### config.mk
export PLATFORM = sky130hd
export DESIGN_NAME = ps2_host_tx
export DESIGN_NICKNAME = d
export VERILOG_FILES = /design/src/rtl/ps2_host_tx.sv
export SDC_FILE = /design/constraint.sdc
export NUM_CORES = 1
export LEC_CHECK = 0
export BUFFER_PORTS_ARGS = -buffer_cell sky130_fd_sc_hd__buf_2
export CORE_MARGIN = 2
export CORE_UTILIZATION = 45
export DETAILED_ROUTE_END_ITERATION = 7
export PLACE_DENSITY = 0.66
export SLEW_MARGIN = 30
export SYNTH_ARGS = -nofsm -noshare
export SYNTH_HDL_FRONTEND = slang
export SYNTH_SLANG_ARGS = --single-unit
### constraint.sdc
create_clock -name CLOCK_50 -period 2.3 [get_ports CLOCK_50]
set_clock_uncertainty 0.05 [all_clocks]
set_input_delay 0.46 -clock CLOCK_50 [delete_from_list [all_inputs] [get_ports CLOCK_50]]
set_output_delay 0.46 -clock CLOCK_50 [all_outputs]
set_load 0.1 [all_outputs]
### src/rtl/ps2_host_tx.sv
// PS/2 host-to-device command transmitter: inhibit, request-to-send, 10 clocked bits, ack check.
// Latency: INHIBIT_CYCLES + 1 cycles to clock release, then paced by the device clock.
// Backpressure: tx_ready only in IDLE; tx_valid while busy is dropped, not queued.
module ps2_host_tx #(
    parameter int INHIBIT_CYCLES = 5000,
    parameter int TIMEOUT_CYCLES = 750000
) (
    input  logic       CLOCK_50,
    input  logic       reset,
    input  logic [7:0] tx_data,
    input  logic       tx_valid,
    output logic       tx_ready,
    input  logic       ps2_clk_in,
    input  logic       ps2_data_in,
    output logic       ps2_clk_oe,
    output logic       ps2_data_oe,
    output logic       tx_busy,
    output logic       tx_done,
    output logic       tx_err
);
    localparam int INH_W = $clog2(INHIBIT_CYCLES + 1);
    localparam int TO_W  = $clog2(TIMEOUT_CYCLES + 1);
    localparam logic [INH_W-1:0] INH_LAST = INH_W'(INHIBIT_CYCLES - 1);
    localparam logic [TO_W-1:0]  TO_LAST  = TO_W'(TIMEOUT_CYCLES - 1);

    typedef enum logic [2:0] {IDLE, INHIBIT, REQ, DATA, ACK, WAIT_IDLE} state_t;

    state_t           state, state_nxt;
    logic             clk_meta, clk_sync, clk_prev, data_meta, data_sync;
    logic             clk_fall;
    logic [7:0]       data_q;
    logic             parity_q;
    logic             drive_q, drive_nxt;
    logic [3:0]       bit_cnt, bit_nxt;
    logic [INH_W-1:0] inh_cnt, inh_nxt;
    logic [TO_W-1:0]  to_cnt, to_nxt;
    logic             done_nxt, err_nxt, load;
    logic             timed, timeout;

    // Lines idle high, so the synchronizers reset to 1 to avoid a phantom edge.
    always_ff @(posedge CLOCK_50) begin
        if (reset) begin
            clk_meta  <= 1'b1;
            clk_sync  <= 1'b1;
            clk_prev  <= 1'b1;
            data_meta <= 1'b1;
            data_sync <= 1'b1;
        end else begin
            clk_meta  <= ps2_clk_in;
            clk_sync  <= clk_meta;
            clk_prev  <= clk_sync;
            data_meta <= ps2_data_in;
            data_sync <= data_meta;
        end
    end

    assign clk_fall = clk_prev & ~clk_sync;

    always_ff @(posedge CLOCK_50) begin
        if (reset) begin
            state    <= IDLE;
            data_q   <= '0;
            parity_q <= 1'b0;
            drive_q  <= 1'b0;
            bit_cnt  <= '0;
            inh_cnt  <= '0;
            to_cnt   <= '0;
            tx_done  <= 1'b0;
            tx_err   <= 1'b0;
        end else begin
            state   <= state_nxt;
            drive_q <= drive_nxt;
            bit_cnt <= bit_nxt;
            inh_cnt <= inh_nxt;
            to_cnt  <= to_nxt;
            tx_done <= done_nxt;
            tx_err  <= err_nxt;
            if (load) begin
                data_q   <= tx_data;
                parity_q <= ~^tx_data;
            end
        end
    end

    always_comb begin
        state_nxt = state;
        drive_nxt = drive_q;
        bit_nxt   = bit_cnt;
        inh_nxt   = inh_cnt;
        to_nxt    = to_cnt;
        done_nxt  = 1'b0;
        err_nxt   = 1'b0;
        load      = 1'b0;
        timed     = (state == DATA) || (state == ACK) || (state == WAIT_IDLE);
        timeout   = timed && (to_cnt == TO_LAST);
        if (timed && (to_cnt != TO_LAST)) to_nxt = to_cnt + TO_W'(1);

        case (state)
            IDLE: begin
                if (tx_valid) begin
                    load      = 1'b1;
                    inh_nxt   = '0;
                    to_nxt    = '0;
                    bit_nxt   = '0;
                    drive_nxt = 1'b0;
                    state_nxt = INHIBIT;
                end
            end
            INHIBIT: begin
                if (inh_cnt == INH_LAST) state_nxt = REQ;
                else                     inh_nxt   = inh_cnt + INH_W'(1);
            end
            REQ: begin
                // Start bit stays driven low once the clock is released.
                drive_nxt = 1'b1;
                to_nxt    = '0;
                bit_nxt   = '0;
                state_nxt = DATA;
            end
            DATA: begin
                if (clk_fall) begin
                    if (bit_cnt < 4'd8)       drive_nxt = ~data_q[bit_cnt[2:0]];
                    else if (bit_cnt == 4'd8) drive_nxt = ~parity_q;
                    else begin
                        drive_nxt = 1'b0;
                        state_nxt = ACK;
                    end
                    if (bit_cnt != 4'hF) bit_nxt = bit_cnt + 4'd1;
                end
            end
            ACK: begin
                if (clk_fall) begin
                    if (!data_sync) state_nxt = WAIT_IDLE;
                    else begin
                        err_nxt   = 1'b1;
                        state_nxt = IDLE;
                    end
                end
            end
            WAIT_IDLE: begin
                if (clk_sync && data_sync) begin
                    done_nxt  = 1'b1;
                    state_nxt = IDLE;
                end
            end
            default: state_nxt = IDLE;
        endcase

        // Abort wins over any edge event seen in the same cycle.
        if (timeout) begin
            state_nxt = IDLE;
            drive_nxt = 1'b0;
            done_nxt  = 1'b0;
            err_nxt   = 1'b1;
        end
    end

    assign tx_ready    = (state == IDLE);
    assign tx_busy     = (state != IDLE);
    assign ps2_clk_oe  = (state == INHIBIT) || (state == REQ);
    assign ps2_data_oe = (state == REQ) || ((state == DATA) && drive_q);

endmodule

* Yosys cells after proc, flatten, opt, wreduce, memory -nomap -nowiden *
Cells that the tools add are included.

operators by class
  bitwise logic cells = 5
  order comparisons = 2
  equal/unequal tests = 19
  reductions and logical operators = 19
  mux-type cells = 33
  add/subtract/negate cells = 3

operators by type and width
  kind                   count
  $mux 20                2
  $pmux 20 s2            1
  $mux 13                2
  $pmux 13 s2            1
  $mux 3                 8
  $add 20x1->20 const B  1
  $eq 20x20->1 const B   1
  $ne 20x20->1 const B   1
  $pmux 3 s6             1
  $ne 2x2->1 const B     7
  $add 13x1->13 const B  1
  $eq 13x13->1 const B   1
  $mux 1                 12
  $mux 4                 3
  $pmux 4 s3             1
  $reduce_xnor 8->1      1
  $reduce_and 7->1       1
  $eq 3x2->1 const B     2
  $eq 3x3->1 const B     2
  $reduce_and 3->1       2
  $reduce_bool 3->1      2
  $add 4x1->4 const B    1
  $eq 4x4->1 const B     1
  $logic_and 1x1->1      4
  other kinds (15)       22

storage, ports and cells
  register bits after elaboration = 57
  logic and storage cells = 95
  input bits = 13
  output and inout bits = 6

* Depth between registers and ports, before layout *
Gate-level depths: netlist (run 1).

  depth after elaboration = 7
  depth in mapped cells = 7
  gate-level depth less buffers = 6

* Least setup slack after synthesis (run 1) *
No wires, ideal clock.

  path kind = reg2out
  from = register state[0]
  to = output ps2_data_oe
  path buffers = 2
  setup slack = -1174 ps
  stages on the path, launching flop included = 4
  required time = 1790 ps
  arrival = 2964 ps
  cell sequence = dfxtp_1 > clkbuf_1 > clkbuf_1 > a211oi_1

between the ends
  word-level cells in the longest chain between the ends = 3
  elaborated cells between the ends (all ways) = 4
  classes of those cells = eq/ne (2); reduce/logical (2)

RTL lines
  element                 line  source
  start, declared         28    state_t state, state_nxt;
  start signal, assigned  71    state <= state_nxt;
  $eq 3x2->1              161   assign ps2_data_oe = (state == REQ) || ((state == DATA) && drive_q);
  $logic_and 1x1->1       161
  $logic_or 1x1->1 *      161
  end, declared           16    output logic ps2_data_oe,

Mark *: on every way between the ends. The rest lies on a longest branch, timed or not.

* Worst setup path after layout (run 1) *
  from = register state[1]
  to = output tx_ready

between the ends
  word-level cells in the longest chain between the ends = 1

RTL lines
  element          line  source
  $logic_not 3->1  158   assign tx_ready = (state == IDLE);
  end, declared    12    output logic tx_ready,

Every way passes these cells.

==> impl_metrics.toml, run 1 <==
[drt]
drt_first_pass_iters = 5
ant_nets = 0
wl_per_cell_microns = 13.17
vias = 2316
route.detailed.drc = 0
drt-vias-per-instance = 5.288
drt-total-wl_microns = 5767
drtIter0Drc = 69

[final_layout]
n_fill_cell = 527
layout_commonest_cell = "dfxtp_1"
diodes = 0
nNetsFinal = 375
instances_no_fill = 438
areaGrowthSynthToFinish_pct = 16.73
final_cell_mix = "dfxtp_1, nor2_1, nand2_1, xor2_1, a21oi_1"
drive_gt1_frac = 0.1708

[sta]
fin_ws_ns = 0.1352
fmax_mhz = 461.9
slew_headroom = 0.6116
rsz0062_at_grt = "false"
fin_crit_ns = 2.165
timing_hold_violations_final = 0
report.final.slew_viol_count = 0
tightest_slew_ns = 0.5679
finalSetupViolCount = 0
period_share = 0.9412

[setup_path]
critical_path_arrival_ns = 1.65
worstPathRequired_ns = 1.79
cpMaxStageDelayCell = "or3_4"
cp_slowest_stage_delay_ns = 0.39
worstSetupStartpointType = "register"
cp-end-kind = "primary output"
critPathTopFamily = "buffers and inverters"
critPathBufInv = 3
worstPathMaxFanout = 12
crit_type = "reg -> out"
crit_chain = "buf_4 > or3_4 > clkinvlp_4 > clkbuf_4"

[cts]
cts_root_buffer = "clkbuf_8"
cts_sinks = 57
ctsHoldBuffers = 0
cts_buffers = 9
cts_tree = "done"
ctsLongestPathBuffers = 2
clkTransAtPathRegs_ns = 0.07
clk_latency_ns = 0.35
cts_max_level = 3

[worst_hold_path]
min_path_type = "in -> reg"

[placed_design]
pre_cts_slack_ns = 0.1819
place_congestion = 0.8146
post-dp-hpwl_microns = 3910
io_buffer_count = 18
dpl.cell_count = 422

[floorplan]
die_area_sq_um = 6949
die_width_microns = 83.36
io-pin-count = 19
core_sq_um = 5991
core.rowCount = 28
start_util = 0.4731
die_y_microns = 83.36

[power]
peakVddDrop_v = 0.0005895
power.leakage_uw = 0.001209
power.total_uw = 3233
power_density_nw_per_um2 = 977.2

[grt]
grt_pass1_vias = 2253
grt_max_degree = 24
antenna_found_initial = 0
grt_first_pass_wirelength_microns = 10060
grtUsageTotal = 0.1806
grt_overflow = 0

[synth]
synthArstFlopShare = 0
synth_area_sq_um = 2834
synth-edff-count = 0
ys_types = 51
synth_top_area_frac = 0.4026
synth_fp_nets = 349
syn_inst = 332
yosysTopAreaCell = "dfxtp_1"
ys_ff_latch = 57
synth-main-ff-cell = "dfxtp_1"
synthTopCellsByArea = "dfxtp_1, xor2_1, nor2_1"
yosysSeqAreaShare = 0.4026
avgSynthCellArea_sq_um = 8.536
ys.warnings.count = 0

[outcome]
status = "complete, no violations"

[job]
maxCapViolCount = 0
## state kept, by name (all words and copies together) (netlist names)
name and count:
tx_err 1, clk_prev 1, bit_cnt 4, data_sync 1, parity_q 1, state 3
data_meta 1, drive_q 1, data_q 8, tx_done 1, clk_sync 1, inh_cnt 13
to_cnt 20, clk_meta 1
## cell families after synthesis
kind of cell	count (synthesis)	share of synthesized area
adders and majority gates	4	0.01766
and+or+nand+nor	150	0.2693
AOI/OAI and AO/OA	55	0.1364
DFF	57	0.4026
muxes	3	0.01943
xor gates and xnor gates	40	0.1236
buffers and inverters	23	0.03090
## layer usage
| metal | up-vias | global-route usage | wire, microns |
|---|---|---|---|
| li1 | 1206 | - | - |
| met1 | 1059 | 0.2327 | 2917 |
| met2 | 34 | 0.2654 | 2483 |
| met3 | 17 | 0.04374 | 185 |
| met4 | 0 | 0.1237 | 180 |
| met5 | - | 0 | 0 |
## layout make-up
cell class / instances / area (sq um) / area share
well taps: 75 / 93.84 / 0.02837
clock inverters: 1 / 30.03 / 0.009077
clock buffers: 15 / 196.4 / 0.05938
repair buffers: 28 / 182.7 / 0.05522
inverters: 10 / 41.29 / 0.01248
multi-input cells: 252 / 1623 / 0.4905
flip-flops and latches: 57 / 1141 / 0.3449
## synthesized netlist by cell type (5+ instances only)
library cell,n
xnor2_1,17
nand4_1,10
inv_1,10
or2_2,5
nand2_1,33
nor3_1,7
dfxtp_1,57
and2_1,5
nor2_1,44
a21oi_1,20
nand3_1,12
o21ai_0,8
xor2_1,23
clkbuf_1,11
## power breakdown
group	total [uW]	leakage [uW]	switching (uW)	internal [uW]
Combinational	1050	0.000630	708	340
Sequential	1140	0.000462	73.2	1060
Clock	1050	0.000116	398	649
## path summary, 6_finish.rpt
check                            startpoint          to  slack, ns  cells past startpoint
worst min register to register     clk_meta    clk_sync       0.36                      1
worst max-delay path               state[1]    tx_ready       0.14                      4
worst max register to register   inh_cnt[3]  inh_cnt[9]       0.19                      6
worst min-delay path            ps2_data_in   data_meta       0.24                      2
## per-stage QoR
| step | TNS [ns] | util | instance area (sq um) | hold WS [ns] |
|---|---|---|---|---|
| floorplan | -0.2316 | - | 2850 | 0.3395 |
| global route | 0 | 0.5522 | 3308 | 0.2293 |
| global placement | 0 | 0.5140 | 3079 | 0.3425 |
| detailed placement | 0 | 0.5140 | 3079 | 0.3471 |
| finish | 0 | 0.5522 | 3308 | 0.2396 |
| CTS | 0 | 0.5518 | 3306 | 0.2283 |
## repair_timing
item / CTS / global route
resized for setup: 0 / 1
setup endpoints to repair: 0 / 1
hold endpoints to repair: 0 / 0
setup buffers: 0 / 0
No activity file was read; power rests on OpenSTA's default activity.
==> run 2: changes to the inputs <==
--- a/config.mk
+++ b/config.mk
@@ -5,6 +5,7 @@
 export SDC_FILE = /design/constraint.sdc
 export NUM_CORES = 1
 export LEC_CHECK = 0
+export ABC_AREA = 1
 export BUFFER_PORTS_ARGS = -buffer_cell sky130_fd_sc_hd__buf_2
 export CORE_MARGIN = 2
 export CORE_UTILIZATION = 45
==> impl_metrics.toml, run 2 <==
[sta]
fmax_mhz = 475.2
tightest_slew_ns = 0.4953
finalSetupViolCount = 0
rsz0062_at_grt = "false"
setup_tns_ns = 0
slew_headroom = 0.6721
period_share = 0.9150
timing_hold_violations_final = 0
report.final.slew_viol_count = 0
fin_crit_ns = 2.105

[final_layout]
post-route-util = 0.5241
n_fill_cell = 673
layout_commonest_cell = "nand2_1"
multi_input_area_sq_um = 1735
final_cell_mix = "nand2_1, nor2_1, dfxtp_1, inv_1, a21oi_1"
areaGrowthSynthToFinish_pct = 12.58
drive_gt1_frac = 0.1601
largest_register_ffs = 20
instances_no_fill = 577
diodes = 0
nNetsFinal = 494
seq_area_sq_um = 1142
reg_top3 = "to_cnt x20, inh_cnt x13, data_q x8"
largest_register = "to_cnt"
design_area_sq_um = 3561

[cts]
ctsLongestPathBuffers = 2
clk_latency_ns = 0.34
clkTransAtPathRegs_ns = 0.07
cts_tree = "done"
cts_buffers = 9
cts_root_buffer = "clkbuf_8"
cts_max_level = 3
cts_sinks = 57
postCtsSetupBuffers = 0

[drt]
highest_layer = "met4"
wl_met3_microns = 155
drtIter0Drc = 64
drt-total-wl_microns = 6454
wl_per_cell_microns = 11.19
drt-met1-wl_microns = 3119
route.detailed.drc = 0
ant_nets = 0
vias = 2863
drt_first_pass_iters = 6
wl_met2_microns = 3061
drt-vias-per-instance = 4.962

[setup_path]
cpMaxStageDelayCell = "dfxtp_1"
crit_type = "reg -> out"
critPathTopFamily = "buffers and inverters"
critical_path_arrival_ns = 1.59
crit_chain = "nor2_2 > inv_1 > nor2_4 > inv_1 > buf_2"
critPathBufInv = 3
cp-end-kind = "primary output"
worstSetupStartpointType = "register"
worstPathMaxFanout = 6
worstPathRequired_ns = 1.79
cpMostUsedCell = "inv_1"
r2r_slack_ns = 0.33
cp_slowest_stage_delay_ns = 0.50

[grt]
grtUsageTotal = 0.1899
grt_max_degree = 19
grt_first_pass_wirelength_microns = 11570
grt_pass1_vias = 2672
grt_overflow = 0
antenna_found_initial = 0

[placed_design]
io_buffer_count = 18
dpl.cell_count = 562
post-dp-hpwl_microns = 4794
place_congestion = 0.8165
placed_cell_area_sq_um = 3364

[synth]
synth.most_common_cell = "nand2_1"
ys.warnings.count = 0
syn_inst = 454
yosysTopAreaCell = "dfxtp_1"
avgSynthCellArea_sq_um = 6.967
yosysSeqAreaShare = 0.3608
ys_ff_latch = 57
synth_common_cells = "nand2_1, nor2_1, dfxtp_1"
ys_types = 39
synth_top_area_frac = 0.3608
synthTopCellsByArea = "dfxtp_1, nand2_1, nor2_1"
synth-main-ff-cell = "dfxtp_1"
synthArstFlopShare = 0
synth_area_sq_um = 3163
synth-edff-count = 0
synth_fp_nets = 471

[floorplan]
core.rowCount = 30
die_area_sq_um = 7716
die_width_microns = 87.84
io-pin-count = 19
core_sq_um = 6794
die_y_microns = 87.84
start_util = 0.4656

[power]
power_density_nw_per_um2 = 984.0
power.leakage_uw = 0.001360
peakVddDrop_v = 0.0005231

[worst_hold_path]
min_path_type = "in -> reg"

[job]
maxCapViolCount = 0

[outcome]
status = "complete, no violations"
run 2: cell families after synthesis:
| kind of cell | count (synthesis) | synth area share |
|---|---|---|
| compound gates | 80 | 0.1345 |
| fa+ha+maj | 4 | 0.01582 |
| xor+xnor | 9 | 0.02492 |
| flops | 57 | 0.3608 |
| buf+inv | 71 | 0.09414 |
| simple gates | 233 | 0.3699 |
run 2: per-layer routing:
layer  global-route usage  up-vias
li1                     -     1526
met1               0.2399     1297
met2               0.3092       29
met3              0.05372       11
met4              0.06993        0
met5                    0        -
run 2: report_power, final:
part / internal, uW / leakage [uW] / total [uW] / switching (uW)
Combinational: 360 / 0.000794 / 1340 / 976
Clock: 550 / 0.000102 / 942 / 392
Sequential: 1100 / 0.000464 / 1230 / 126
Total: 2010 / 0.00136 / 3500 / 1490
run 2: worst paths after layout:
path,startpoint,endpoint,cells past startpoint
worst max-delay path,state[2],tx_busy,5
worst min-delay path,ps2_data_in,data_meta,2
worst max register to register,state[2],inh_cnt[9],8
worst min register to register,data_meta,data_sync,1
run 2: cell type report:
| type | instances | share of cell area |
|---|---|---|
| flip-flops and latches | 57 | 0.3208 |
| inverters | 63 | 0.06957 |
| well taps | 96 | 0.03373 |
| multi-input cells | 326 | 0.4873 |
| repair buffers | 20 | 0.03373 |
| clock inverters | 3 | 0.01124 |
| clock buffers | 12 | 0.04357 |
run 2: through the flow:
stage | hold WS (ns) | total power, uW | worst slack, ns
floorplan | 0.3395 | 2332 | 0.08762
global route | 0.2387 | 3728 | 0.08744
CTS | 0.2304 | 3542 | 0.01027
global placement | 0.3432 | 2579 | 0.3652
finish | 0.2488 | 3504 | 0.1954
detailed placement | 0.3524 | 2591 | 0.3361
run 2: what timing repair did:
item	CTS	global route
resized for setup	0	1
setup endpoints to repair	0	1
hold buffers	0	0
